==> src/rtl/pc_unit.sv <==
// Program-counter unit: fetch PC, fetch handshake, stall-time redirect queueing, trap redirects.
// Define PC_MISALIGN_TRAP_EN to trap on misaligned redirect targets instead of silently aligning them.
module pc_unit #(
   parameter int OPD_WIDTH = 32,
   parameter int PC_WIDTH  = 12,
   parameter int RESET_PC  = 0
) (
   input  logic                 clk,
   input  logic                 rst,
   input  logic                 branch,
   input  logic                 comp_result,
   input  logic                 jump,
   input  logic [OPD_WIDTH-1:0] alu_result,
   input  logic                 stall,
   input  logic                 trap,
   input  logic [PC_WIDTH-1:0]  trap_vector,
   input  logic                 fetch_ack,
   output logic                 fetch_req,
   output logic [PC_WIDTH-1:0]  pc,
   output logic [OPD_WIDTH-1:0] pc_plus4,
   output logic                 misalign
);

   typedef enum logic [1:0] {BOOT, REQ, STALL, TRAP} state_t;

   localparam logic [PC_WIDTH-1:0] RST_PC = PC_WIDTH'(RESET_PC);

   state_t              state, state_nxt;
   logic [PC_WIDTH-1:0] pc_nxt, pend_pc, pend_nxt, target, tvec, apply_pc;
   logic                pending, pending_nxt, misalign_nxt, redirect, apply;
   logic                unused_bits;

   assign redirect = jump | (branch & comp_result);
   assign tvec     = {trap_vector[PC_WIDTH-1:2], 2'b00};
`ifdef PC_MISALIGN_TRAP_EN
   assign target   = alu_result[PC_WIDTH-1:0];
`else
   assign target   = {alu_result[PC_WIDTH-1:2], 2'b00};
`endif
   assign unused_bits = ^{alu_result[OPD_WIDTH-1:PC_WIDTH], alu_result[1:0], trap_vector[1:0]};

   always_comb begin
      state_nxt    = state;
      pc_nxt       = pc;
      pend_nxt     = pend_pc;
      pending_nxt  = pending;
      misalign_nxt = 1'b0;
      fetch_req    = 1'b0;
      apply        = 1'b0;
      apply_pc     = pc;
      case (state)
         BOOT: state_nxt = REQ;
         REQ: begin
            fetch_req = 1'b1;
            if (trap) begin
               pc_nxt      = tvec;
               pending_nxt = 1'b0;
               state_nxt   = TRAP;
            end else if (fetch_ack && stall) begin
               state_nxt = STALL;
            end else if (fetch_ack) begin
               pending_nxt = 1'b0;
               if (pending) begin
                  apply    = 1'b1;
                  apply_pc = pend_pc;
               end else if (redirect) begin
                  apply    = 1'b1;
                  apply_pc = target;
               end else begin
                  pc_nxt = pc + PC_WIDTH'(4);
               end
            end
         end
         STALL: begin
            if (trap) begin
               pc_nxt      = tvec;
               pending_nxt = 1'b0;
               state_nxt   = TRAP;
            end else begin
               // The most recent redirect seen while stalled is the one that survives.
               if (redirect) begin
                  pend_nxt    = target;
                  pending_nxt = 1'b1;
               end
               if (!stall) begin
                  state_nxt   = REQ;
                  pending_nxt = 1'b0;
                  if (redirect) begin
                     apply    = 1'b1;
                     apply_pc = target;
                  end else if (pending) begin
                     apply    = 1'b1;
                     apply_pc = pend_pc;
                  end
               end
            end
         end
         TRAP: state_nxt = REQ;
         default: state_nxt = BOOT;
      endcase
      if (apply) begin
         pc_nxt = apply_pc;
`ifdef PC_MISALIGN_TRAP_EN
         if (apply_pc[1:0] != 2'b00) begin
            misalign_nxt = 1'b1;
            pc_nxt       = tvec;
            state_nxt    = TRAP;
         end
`endif
      end
   end

   always_ff @(posedge clk or posedge rst) begin
      if (rst) begin
         state    <= BOOT;
         pc       <= RST_PC;
         pc_plus4 <= OPD_WIDTH'(RST_PC) + OPD_WIDTH'(4);
         pend_pc  <= '0;
         pending  <= 1'b0;
         misalign <= 1'b0;
      end else begin
         state    <= state_nxt;
         pc       <= pc_nxt;
         pc_plus4 <= OPD_WIDTH'(pc_nxt) + OPD_WIDTH'(4);
         pend_pc  <= pend_nxt;
         pending  <= pending_nxt;
         misalign <= misalign_nxt;
      end
   end

endmodule
==> config.mk <==
export PLATFORM = sky130hd
export DESIGN_NAME = pc_unit
export DESIGN_NICKNAME = d
export VERILOG_FILES = /design/src/rtl/pc_unit.sv
export SDC_FILE = /design/constraint.sdc
export NUM_CORES = 1
export LEC_CHECK = 0
export CAP_MARGIN = 10
export CORE_ASPECT_RATIO = 2
export CORE_UTILIZATION = 46
export DETAILED_ROUTE_END_ITERATION = 12
export HOLD_SLACK_MARGIN = 0.08
export PLACE_DENSITY_LB_ADDON = 0.1
export SKIP_CTS_REPAIR_TIMING = 1
export SYNTH_ARGS = -nofsm -noshare
export SYNTH_HDL_FRONTEND = slang
export SYNTH_SLANG_ARGS = --single-unit
==> constraint.sdc <==
create_clock -name clk -period 3.6 [get_ports clk]
set_clock_uncertainty 0.15 [all_clocks]
set_input_delay 0.54 -clock clk [delete_from_list [all_inputs] [get_ports clk]]
set_output_delay 0.54 -clock clk [all_outputs]
set_load 0.005 [all_outputs]
==> flow_summary.toml <==
[status]
status = "complete, but fails checks"
violations = "DRC"

[clock_network]
cts_tree = "done"
cts_max_level = 2
cts_inserted_buffers = 5
worstSkewPairLatency_ns = 0.29
clock-sinks = 36
cts-root-buf = "clkbuf_16"
clockBufferDepth = 2
path_clk_slew_ns = 0.06

[yosys]
async_flop_share = 1.000
synth_area_leader_cell = "dfrtp_1"
synth_edf_count = 0
syn-instance-count = 313
yosysSeqAreaShare = 0.3227
ys_warn_count = 0
yosys_most_used_dff = "dfrtp_1"
synth.cell_area_sq_um = 2795
ys_types = 64
yosys-top-cells-area = "dfrtp_1 (31%), buf_4 (6.2%), mux2_2 (4.0%)"
syn_avg_cell_area_sq_um = 8.930
ys_seq_elements = 36
synth_compound_area_frac = 0.2238
synth-simple-area-share = 0.1898
synthAdderAreaFrac = 0.02238
synth_top_area_frac = 0.3133
synthXorXnorAreaFrac = 0.02193
synth_top_family_by_area = "compound AO/OA/AOI/OAI gates"
synth_mux_area_frac = 0.1043

[timing]
setup_viol = 0
finalCriticalPeriod_ns = 3.145
report.final.slew_viol_count = 0
final_hold_viol_count = 0
rsz0062_at_grt = "false"
post-route-period-util = 0.8737
layout_setup_ws_ns = 0.4546
worst_pin_slew_ns = 0.6036
fmax_mhz = 317.9
max_slew_margin = 0.5976
finalSetupTns_ns = 0

[global_route]
antenna_found_initial = 0
grt_pass1_wl_um = 13300
grt_max_degree = 37
grtUsageTotal = 0.2783
grt_pass1_vias = 2660
grt_overflow_total = 0

[floorplan]
floorplan.initialDensity = 0.4814
coreArea_sq_um = 5807
rows = 39
io_pins = 98
die_x_um = 57.12
die_height_um = 112.2
die_area_sq_um = 6411

[critical_path]
worstPathArrival_ns = 3.16
slowest_stage = "a211o_1"
crit_type = "in -> reg"
cpMostUsedCell = "inv_1"
cp_cell_sequence = "clkdlybuf4s50_1, a211o_1, buf_4, nor4_1, o311a_1, nor3_1, inv_1, ha_1, inv_1, nor3_2, nand2_1, xnor2_1"
worstPathMaxFanout = 10
cp-start-kind = "primary input"
end_kind = "flip-flop"
cp.required_ns = 3.61
critical_path.max_stage_delay_ns = 0.47

[min_path]
hp-class = "reg -> reg"

[run]
maxCapViolCount = 0

[routing]
routedWlPerCell_um = 18.87
routed_wl_um = 8341
firstDrtPassIters = 9
drt-vias-per-instance = 5.982
drtAntennaViolNets = 0
drtIter0Drc = 165
vias = 2644
drcViolationCount = 10

[finish]
final_cell_area_sq_um = 3602
diodes = 0
drive_gt1_frac = 0.1549
synthToLayoutAreaGrowth_pct = 28.87
nFillCells = 527
final_common_cell = "clkdlybuf4s50_1"
nNetsFinal = 437
final_cell_mix = "clkdlybuf4s50_1 (53), dfrtp_1 (35), buf_4 (27)"

[power_and_ir_drop]
max-vdd-ir-drop_mv = 0.6390
p_leak_uw = 0.001502
power_uw = 3089
power_density_nw_per_um2 = 857.6

[placement]
io_buffers = 53
place_congestion = 0.9439
hpwl_um = 6398
pre_cts_slack_ns = 0.1400
placed_area_sq_um = 3446
==> state kept, by name (all words and copies together), names as in the netlist <==
name and cells:
pending 1, pc_plus4 13, pend_pc 10, pc 10
state 2
==> per-layer routing <==
layer	GRT usage	routed length, um	up-vias
met5	0	0	-
met2	0.4745	4344	110
met4	0.1967	469	0
li1	-	-	1250
met1	0.3090	3041	1258
met3	0.03802	486	26
==> cell type report <==
cell class,count,area [sq um],share of cell area
Clock buffer,8,156.4,0.04342
Inverter,18,67.56,0.01876
Multi-Input combinational cell,238,1647,0.4571
Sequential cell,36,902.1,0.2504
Tap cell,61,76.32,0.02119
Timing Repair Buffer,81,753.2,0.2091
==> report_power, final <==
| part | switching [uW] | leakage [uW] | internal, uW | total, uW |
|---|---|---|---|---|
| clock network | 167 | 0.0000772 | 295 | 462 |
| logic | 987 | 0.000981 | 853 | 1840 |
| registers | 187 | 0.000444 | 600 | 787 |
| total | 1340 | 0.00150 | 1750 | 3090 |
==> final timing paths <==
check,start,end,slack (ns),cells past startpoint
min in group asynchronous,rst,pend_pc[11],0.50,3
max in group asynchronous,rst,pc_plus4[2],2.46,3
worst max register to register,state[1],pc_plus4[10],0.47,12
worst max-delay path,branch,pc_plus4[10],0.45,12
worst min register to register,pend_pc[5],pend_pc[5],0.35,1
worst min-delay path,pend_pc[5],pend_pc[5],0.35,1
==> critical path, delay by kind of cell <==
family | cells | cell delay (ns)
AOI/OAI and AO/OA | 2 | 0.68
xor gates and xnor gates | 1 | 0.14
and+or+nand+nor | 4 | 0.76
adders and majority gates | 1 | 0.19
buffers and inverters | 4 | 0.83
==> through the flow <==
step / utilization / hold WS, ns / instances
after global routing: 0.6203 / 0.3712 / 442
after floorplan: - / 0.3216 / 332
after CTS: 0.6203 / 0.3503 / 442
after detailed placement: 0.5934 / 0.3380 / 434
final: 0.6203 / 0.3524 / 442
after global placement: 0.5934 / 0.3305 / 434
==> cells by family after synthesis <==
| family | after synthesis |
|---|---|
| AO/OA/AOI/OAI | 85 |
| XOR/XNOR | 7 |
| adder cells (fa/ha/maj) | 5 |
| buffers and inverters | 58 |
| flip-flops | 36 |
| multiplexers | 27 |
| other | 1 |
| AND/OR/NAND/NOR | 94 |
==> Yosys cell counts, types with 5 or more instances <==
cell      number
o21ai_0        8
buf_2          5
dfrtp_1       35
a21oi_1       19
inv_1         14
nor3_1        11
mux2i_1       10
nand2b_1       9
and3_1         6
xnor2_1        7
clkbuf_1       8
nand3_1       11
nor2b_1        6
nand2_1       17
mux2_2        10
ha_1           5
mux2_1         7
a211oi_1      11
a31oi_1        5
buf_4         23
nor2_1        16
(Power assumes the default switching activity.)
